### config.mk
export PLATFORM = sky130hd
export DESIGN_NAME = wb_select_unit
export DESIGN_NICKNAME = d
export VERILOG_FILES = /design/src/rtl/wb_select_unit.sv
export SDC_FILE = /design/constraint.sdc
export NUM_CORES = 1
export LEC_CHECK = 0
export BUFFER_PORTS_ARGS = -buffer_cell sky130_fd_sc_hd__buf_2
export CAP_MARGIN = 20
export CORE_MARGIN = 4
export CORE_UTILIZATION = 30
export CTS_CLUSTER_SIZE = 20
export DETAILED_ROUTE_END_ITERATION = 12
export PLACE_DENSITY = 0.58
export SYNTH_ARGS = -nofsm -noshare
export SYNTH_HDL_FRONTEND = slang
export SYNTH_SLANG_ARGS = --single-unit
### constraint.sdc
create_clock -name clk -period 2.3 [get_ports clk]
set_input_delay 0.345 -clock clk [delete_from_list [all_inputs] [get_ports clk]]
set_output_delay 0.345 -clock clk [all_outputs]
set_load 0.02 [all_outputs]
### src/rtl/wb_select_unit.sv
// wb_select_unit: write-back source selector and register-file write driver.
//
// Accepts one retired instruction per ex_valid/ex_ready handshake and produces
// a registered one-cycle register-file write. The write value is the ALU
// result, PC+4, or an aligned and extended load word taken from the
// data-memory read response.
//
// Ports:
//   clk, rst_n           core clock, asynchronous active-low reset
//   ex_valid / ex_ready  instruction handshake from execute
//   ex_rd, ex_pc         destination register and instruction PC
//   alu_result           ALU result (effective byte address for loads)
//   wb_select            0 ALU, 1 PC+4, 2 LOAD, 3 NONE
//   load_funct3          LB/LH/LW/LBU/LHU encoding
//   mem_rvalid/mem_rdata data-memory read response (aligned word)
//   rf_we/rf_rd/rf_wdata registered register-file write port
//   wb_fault             one-cycle pulse on a misaligned or illegal load
module wb_select_unit #(
    parameter int XLEN         = 32,
    parameter int SEL_WB_WIDTH = 2
) (
    input  logic                    clk,
    input  logic                    rst_n,
    input  logic                    ex_valid,
    output logic                    ex_ready,
    input  logic [4:0]              ex_rd,
    input  logic [XLEN-1:0]         ex_pc,
    input  logic [XLEN-1:0]         alu_result,
    input  logic [SEL_WB_WIDTH-1:0] wb_select,
    input  logic [2:0]              load_funct3,
    input  logic                    mem_rvalid,
    input  logic [XLEN-1:0]         mem_rdata,
    output logic                    rf_we,
    output logic [4:0]              rf_rd,
    output logic [XLEN-1:0]         rf_wdata,
    output logic                    wb_fault
);

    localparam logic [SEL_WB_WIDTH-1:0] SEL_ALU  = SEL_WB_WIDTH'(0);
    localparam logic [SEL_WB_WIDTH-1:0] SEL_PC4  = SEL_WB_WIDTH'(1);
    localparam logic [SEL_WB_WIDTH-1:0] SEL_LOAD = SEL_WB_WIDTH'(2);

    typedef enum logic {S_IDLE, S_WAIT_MEM} state_t;

    state_t          r_state;
    state_t          w_next_state;
    logic [4:0]      r_rd;
    logic [2:0]      r_funct3;
    logic [1:0]      r_off;
    logic            w_accept;
    logic            w_direct;
    logic            w_load;
    logic            w_illegal;
    logic            w_misaligned;
    logic            w_load_fault;
    logic            w_load_go;
    logic            w_mem_done;
    logic [7:0]      w_byte;
    logic [15:0]     w_half;
    logic [XLEN-1:0] w_load_data;

    always_comb begin
        w_accept     = ex_valid && ex_ready;
        w_direct     = (wb_select == SEL_ALU) || (wb_select == SEL_PC4);
        w_load       = wb_select == SEL_LOAD;
        w_illegal    = (load_funct3 == 3'b011) || (load_funct3[2:1] == 2'b11);
        w_misaligned = ((load_funct3[1:0] == 2'b01) && alu_result[0]) ||
                       ((load_funct3 == 3'b010) && (alu_result[1:0] != 2'b00));
        w_load_fault = w_accept && w_load && (w_illegal || w_misaligned);
        w_load_go    = w_accept && w_load && !w_illegal && !w_misaligned;
        w_mem_done   = (r_state == S_WAIT_MEM) && mem_rvalid;
    end

    // Only legal funct3 values are ever latched: bit1 set means LW,
    // bit0 set means halfword, otherwise byte; bit2 selects zero-extension.
    always_comb begin
        w_byte      = mem_rdata[{r_off, 3'b000} +: 8];
        w_half      = mem_rdata[{r_off[1], 4'b0000} +: 16];
        w_load_data = r_funct3[1] ? mem_rdata :
                      r_funct3[0] ? {{16{~r_funct3[2] & w_half[15]}}, w_half} :
                                    {{24{~r_funct3[2] & w_byte[7]}}, w_byte};
    end

    always_ff @(posedge clk or negedge rst_n) begin
        if (!rst_n)
            r_state <= S_IDLE;
        else
            r_state <= w_next_state;
    end

    always_comb begin
        w_next_state = r_state;
        if (r_state == S_IDLE)
            w_next_state = w_load_go ? S_WAIT_MEM : S_IDLE;
        else
            w_next_state = mem_rvalid ? S_IDLE : S_WAIT_MEM;
    end

    always_comb begin
        ex_ready = r_state == S_IDLE;
    end

    always_ff @(posedge clk or negedge rst_n) begin
        if (!rst_n) begin
            r_rd     <= '0;
            r_funct3 <= '0;
            r_off    <= '0;
            rf_we    <= 1'b0;
            rf_rd    <= '0;
            rf_wdata <= '0;
            wb_fault <= 1'b0;
        end else begin
            rf_we    <= 1'b0;
            wb_fault <= w_load_fault;
            if (w_accept && w_direct) begin
                rf_rd    <= ex_rd;
                rf_wdata <= (wb_select == SEL_PC4) ? ex_pc + XLEN'(4) : alu_result;
                rf_we    <= ex_rd != 5'd0;
            end
            if (w_load_go) begin
                r_rd     <= ex_rd;
                r_funct3 <= load_funct3;
                r_off    <= alu_result[1:0];
            end
            if (w_mem_done) begin
                rf_rd    <= r_rd;
                rf_wdata <= w_load_data;
                rf_we    <= r_rd != 5'd0;
            end
        end
    end

endmodule

==> results_dict.tcl, run 1 <==
set metrics [dict create \
    fillers 1263 \
    setup_viol 0 \
    port_buffers 149 \
    cp_slowest_stage_delay_ns 0.55 \
    slew_headroom_pct 49.5 \
    clk_latency_ns 0.30 \
    firstDrtPassIters 5 \
    slew_viol_final 0 \
    worst_slack_ns 0.291 \
    ys_seq_elements 50 \
    status "completed" \
    worstPathMaxFanout 8 \
    cts_tree "done" \
    cpMaxStageDelayCell "mux4_2" \
    die_y_um 119 \
    grt_use_total_pct 20.8 \
    avgRoutedWirePerCell_um 20.4 \
    p_total_mw 3.42 \
    viasPerCell 5.62 \
    final-hold-violation-count 0 \
    yosysTopAreaCellShare_pct 33.9 \
    regArea_mm2 0.00125 \
    fin_tns_setup_ns 0 \
    drive_gt1_share_pct 33.2 \
    core_area_mm2 0.0120 \
    ys.flop_type "dfrtp_1" \
    syn_to_final_growth_pct 31.6 \
    cts_buffers 5 \
    cts_sinks 50 \
    worst_pin_slew_ns 0.755 \
    yosys_warnings 0 \
    finalCritPeriodShare_pct 87.4 \
    place_congestion 0.896 \
    grt_pass1_wl_mm 23.5 \
    wirelength_mm 15.4 \
    seq_area_frac_synth_pct 33.9 \
    vdd_ir_drop_max_v 0.000357 \
    yosys.area.top_type "dfrtp_1" \
    placed_area_mm2 0.00470 \
    postCtsHoldBufs 0 \
    final_cells 756 \
    final_util_pct 40.4 \
    antenna_found_initial 0 \
    stdcell_area_mm2 0.00485 \
    crit_type "reg2reg" \
    crit_arrival_ns 2.18 \
    routed-wl-met2_mm 6.97 \
    multi_input_area_mm2 0.00229 \
    critPathCaptureType "flop" \
    hpwl_mm 12.2 \
    drt_iter0_markers 373 \
    met3_length_mm 1.02 \
    vias 4250 \
    fmax_mhz 498 \
    finalNetCount 719 \
    async_reset_ff_share_pct 100 \
    synthCells 460 \
    clkTransAtPathRegs_ns 0.08 \
    initial_core_util_pct 30.7 \
    holdWs_ns 0.0568 \
    critical_path_buf_inv_count 0 \
    highest_layer "met4" \
    maxCapViolCount 0 \
    synth-edff-count 0 \
    worstPathRequired_ns 2.47 \
    antenna_left 0 \
    htreeDepth 2 \
    cts_setup_buffers 0 \
    avgSynthCellArea_um2 8.02 \
    syn_nets 571 \
    critical-path-top-delay-family "multiplexers" \
    antenna_cells 0 \
    cts_root_buf "clkbuf_16" \
    cts_resized 0 \
    crit_path_start_kind "flop" \
    grt_max_degree 34 \
    max-clock-path-buffers 2 \
    fin_crit_ns 2.01 \
    die_width_um 119 \
    synthTopCellsByArea "dfrtp_1 34%, nand2_1 6.8%, o21ai_0 4.2%" \
    synth_area_mm2 0.00369 \
    hp-class "in2async" \
    first_global_vias 4125 \
    dp_cells 748 \
    path_cells "mux4_2 > nand3_1 > nand2_1 > a221oi_1 > a21oi_1" \
    p_leak_nw 2.21 \
    io_pins 150 \
    die_area_mm2 0.0141 \
    grt_setup_unrepaired "false" \
    yosysUniqueCellTypes 53 \
    row_count 40 \
    fin_skew_ns 0.0143 \
    grt_overflow 0 \
    wl_met1_mm 7.15 \
    dp_slack_ns 0.139 \
    powerDensity_mw_per_mm2 703 \
    drcViolationCount 0 \
]
==> placed cells by master (no fill, tap or decap), types with 5 or more instances in the layout <==
cell and n:
buf_2 149, nand2_1 67, dfrtp_1 50, o21ai_0 31, a21oi_1 30, nor2_1 26
buf_4 24, nand3_1 19, a31oi_1 17, nand4_1 12, nor3_1 12, mux2_2 11
xnor2_1 10, inv_1 9, a211o_1 9, a211oi_1 8, xor2_1 8, a22oi_1 8
o22ai_1 7, or4_1 7, o31ai_1 7, nand2b_1 6, a221oi_1 6, nor4_1 5
o221ai_1 5, clkbuf_16 5
==> cell families after synthesis <==
family | after synthesis | share of synthesized area (%)
flip-flops | 50 | 33.9
buffers and inverters | 42 | 4.31
XOR/XNOR | 18 | 4.27
AND/OR/NAND/NOR | 183 | 25.2
multiplexers | 16 | 5.05
adder cells (fa/ha/maj) | 1 | 0.339
AO/OA/AOI/OAI | 150 | 26.9
==> worst register-to-register path: cells and delay by family, from the launching register on <==
| family | cells | cell delay, ns |
|---|---|---|
| flops | 1 | 0.50 |
| simple gates | 2 | 0.37 |
| compound gates | 2 | 0.47 |
| mux | 1 | 0.55 |
==> Yosys cell counts (2+ instances only) <==
cell	instances
a211o_1	9
a211oi_1	8
a21o_1	4
a21oi_1	30
a221o_1	4
a221oi_1	6
a22o_1	2
a22oi_1	8
a2bb2oi_1	2
a31oi_1	17
a32oi_1	2
and2_1	4
and3_1	4
and4_1	4
buf_1	2
clkbuf_1	30
dfrtp_1	50
inv_1	9
mux2_2	11
mux2i_1	4
nand2_1	67
nand2b_1	6
nand3_1	19
nand4_1	12
nor2_1	26
nor2b_1	4
nor3_1	12
nor4_1	5
o211ai_1	3
o21ai_0	31
o221ai_1	5
o22ai_1	7
o31ai_1	7
or2_2	2
or3_1	4
or4_1	7
xnor2_1	10
xor2_1	8
==> final timing paths <==
check	start	to	slack [ns]	cells past startpoint
setup / recovery	r_off[0]	rf_wdata[10]	0.29	5
hold / removal	rst_n	r_state	0.06	1
setup reg to reg	r_off[0]	rf_wdata[10]	0.29	5
min in group clk	mem_rvalid	r_state	0.27	2
max in group asynchronous	rst_n	rf_wdata[0]	1.56	2
hold reg to reg	rf_rd[2]	rf_rd[2]	0.48	2
==> routing by layer <==
layer,global-route usage (%),up-vias
li1,-,2032
met1,30.1,2024
met2,33.0,179
met3,3.47,15
met4,4.20,0
met5,0,-
==> flip-flops by register name (all words and copies together) (netlist names) <==
register / cells
r_state: 1
wb_fault: 1
r_funct3: 3
rf_we: 1
rf_wdata: 32
rf_rd: 5
r_rd: 5
r_off: 2
==> layout make-up <==
class	instances	area share, %
clock inverter	3	0.593
clock buffer	5	2.58
inverter	9	0.696
multi-input combinational	368	47.1
timing repair buffer	174	19.5
tap	147	3.79
sequential	50	25.8
==> power by group <==
part           leakage, nW  internal (mW)  switching, mW
Clock               0.0759          0.416          0.375
Sequential           0.604           1.07          0.163
Combinational         1.53          0.537          0.853
Total                 2.21           2.02           1.39
Power figures use the tool's default switching activity.
==> run 2: changes to the inputs <==
--- a/config.mk
+++ b/config.mk
@@ -8,10 +8,11 @@
 export BUFFER_PORTS_ARGS = -buffer_cell sky130_fd_sc_hd__buf_2
 export CAP_MARGIN = 20
 export CORE_MARGIN = 4
-export CORE_UTILIZATION = 30
+export CORE_UTILIZATION = 40
 export CTS_CLUSTER_SIZE = 20
 export DETAILED_ROUTE_END_ITERATION = 12
-export PLACE_DENSITY = 0.58
+export PLACE_DENSITY = 0.72
+export SLEW_MARGIN = 20
 export SYNTH_ARGS = -nofsm -noshare
 export SYNTH_HDL_FRONTEND = slang
 export SYNTH_SLANG_ARGS = --single-unit
==> run 2 against run 1 <==
Sequential share of layout area grew 0.57 points; wire length shrank 8.8%; first-iteration DRC count down 18%; fmax increased by 2.4%; cell area down 2.2%; worst hold slack worse by 0.0091 ns; power fell by 7.3%; setup slack improved by 0.047 ns; clock skew up 0.0018 ns; highest routed layer unchanged; via count grew 2.3%; clock-buffer cell count stayed put; non-clock buffer count did not move; critical endpoint is now rf_wdata[19].
==> results_dict.tcl, run 2 (synthesis results as in run 1) <==
set metrics [dict create \
    cts_sinks 50 \
    critPathCaptureType "flop" \
    cts_setup_buffers 0 \
    hpwl_mm 11.1 \
    firstDrtPassIters 5 \
    vdd_ir_drop_max_v 0.000361 \
    antenna_left 0 \
    worstPathRequired_ns 2.55 \
    slew_headroom_pct 55.5 \
    p_clk_share_pct 18.0 \
    clkTransAtPathRegs_ns 0.12 \
    grt_pass1_wl_mm 22.0 \
    largest-register "rf_wdata" \
    row_count 34 \
    first_global_vias 4122 \
    final-hold-violation-count 0 \
    finalCritPeriodShare_pct 85.3 \
    antenna_cells 0 \
    reg2reg_from "r_state" \
    postCtsHoldBufs 0 \
    p_int_mw 1.84 \
    path_cells "or3b_2 > buf_4 > nor3_1 > nand3_1 > nor2b_1 > nand4_1" \
    p_sw_share_pct 41.9 \
    switchingPower_mw 1.33 \
    fin_tns_setup_ns 0 \
    htreeDepth 2 \
    grt_max_degree 34 \
    grt_overflow 0 \
    crit_type "reg2reg" \
    port_buffers 149 \
    layout.cells.most_common "buf_2" \
    setup_viol 0 \
    fin_crit_ns 1.96 \
    pwr-share-seq_pct 38.7 \
    stdcell_area_mm2 0.00475 \
    die_y_um 104 \
    status "completed" \
    final_cell_mix "149 x buf_2, 67 x nand2_1, 50 x dfrtp_1" \
    core_area_mm2 0.00885 \
    avgRoutedWirePerCell_um 19.6 \
    drive_gt1_share_pct 33.2 \
    die_area_mm2 0.0108 \
    powerDensity_mw_per_mm2 667 \
    clk_latency_ns 0.32 \
    cts_root_buf "clkbuf_8" \
    hp-class "in2async" \
    largest_reg_flops 32 \
    antenna_found_initial 0 \
    crit_arrival_ns 2.21 \
    max-clock-path-buffers 2 \
    drcViolationCount 0 \
    initial_core_util_pct 41.7 \
    critical_path_buf_inv_count 1 \
    largestRegisters "rf_wdata: 32 flops, r_rd: 5 flops, rf_rd: 5 flops" \
    fin_skew_ns 0.0161 \
    syn_to_final_growth_pct 28.8 \
    worst_pin_slew_ns 0.668 \
    combinationalPowerShare_pct 43.3 \
    grt_setup_unrepaired "false" \
    worstPathMaxFanout 20 \
    critical-path-top-delay-family "simple AND/OR/NAND/NOR gates" \
    fmax_mhz 510 \
    maxCapViolCount 0 \
    cp_slowest_stage_delay_ns 0.70 \
    critPathLaunch "r_state" \
    placed_area_mm2 0.00465 \
    fillers 918 \
    cts_buffers 5 \
    crit_path_start_kind "flop" \
    cts_tree "done" \
    drt_iter0_markers 306 \
    cts_resized 0 \
    die_width_um 104 \
    viasPerCell 6.06 \
    cpMaxStageDelayCell "or3b_2" \
    place_congestion 0.939 \
    p_leak_nw 2.18 \
    slew_viol_final 0 \
    wirelength_mm 14.0 \
    vias 4347 \
    finalNetCount 719 \
    grt_use_total_pct 25.0 \
    io_pins 150 \
]
-- run 2: cell type report --
cell class              count  area, um^2  area share (%)
multi-input cells         368        2290            48.1
repair buffers            174         946            19.9
well taps                 108         135            2.85
inverters                   9        33.8           0.711
flip-flops and latches     50        1250            26.3
clock inverters             3        28.8           0.606
clock buffers               5        68.8            1.45
-- run 2: per-layer routing --
| metal | global-route usage [%] | wire (um) | part of all wire [%] |
|---|---|---|---|
| met5 | 0 | 0 | 0 |
| met4 | 6.65 | 286 | 2.0 |
| met3 | 4.35 | 1070 | 7.7 |
| met2 | 41.6 | 6690 | 48 |
| met1 | 33.4 | 5990 | 43 |
-- run 2: path summary, 6_finish.rpt --
| path | end | depth (start not counted) | slack, ns |
|---|---|---|---|
| max in group asynchronous | rf_wdata[22] | 2 | 1.57 |
| worst max register to register | rf_wdata[19] | 6 | 0.34 |
| worst min-delay path | rf_rd[3] | 1 | 0.05 |
| worst max-delay path | rf_wdata[19] | 6 | 0.34 |
| worst min register to register | rf_rd[4] | 2 | 0.49 |
| min in group clk | rf_rd[4] | 3 | 0.28 |
-- run 2: worst register-to-register path, stage by stage (launching register included) --
cell	delay [ns]
dfrtp_1	0.44
or3b_2	0.70
buf_4	0.26
nor3_1	0.17
nand3_1	0.10
nor2b_1	0.16
nand4_1	0.07
-- run 2: power by group through the flow --
stage	clock network [mW]	registers (mW)	logic, mW
after global routing	0.618	1.25	1.49
after floorplan	0	1.37	0.671
after CTS	0.583	1.22	1.37
final	0.571	1.22	1.37
after detailed placement	0	1.24	1.36
after global placement	0	1.24	1.34
-- run 2: through the flow --
step                      util (%)  setup slack, ns  total power [mW]  cells  hold slack (ns)
after detailed placement      52.6            0.148              2.60    709            0.414
final                         53.7            0.338              3.17    717           0.0477
after floorplan                  -            0.295              2.04    460           0.0494
after global placement        52.6            0.173              2.58    709            0.406
after CTS                     53.7            0.334              3.17    717           0.0613
after global routing          53.7            0.243              3.36    717           0.0864
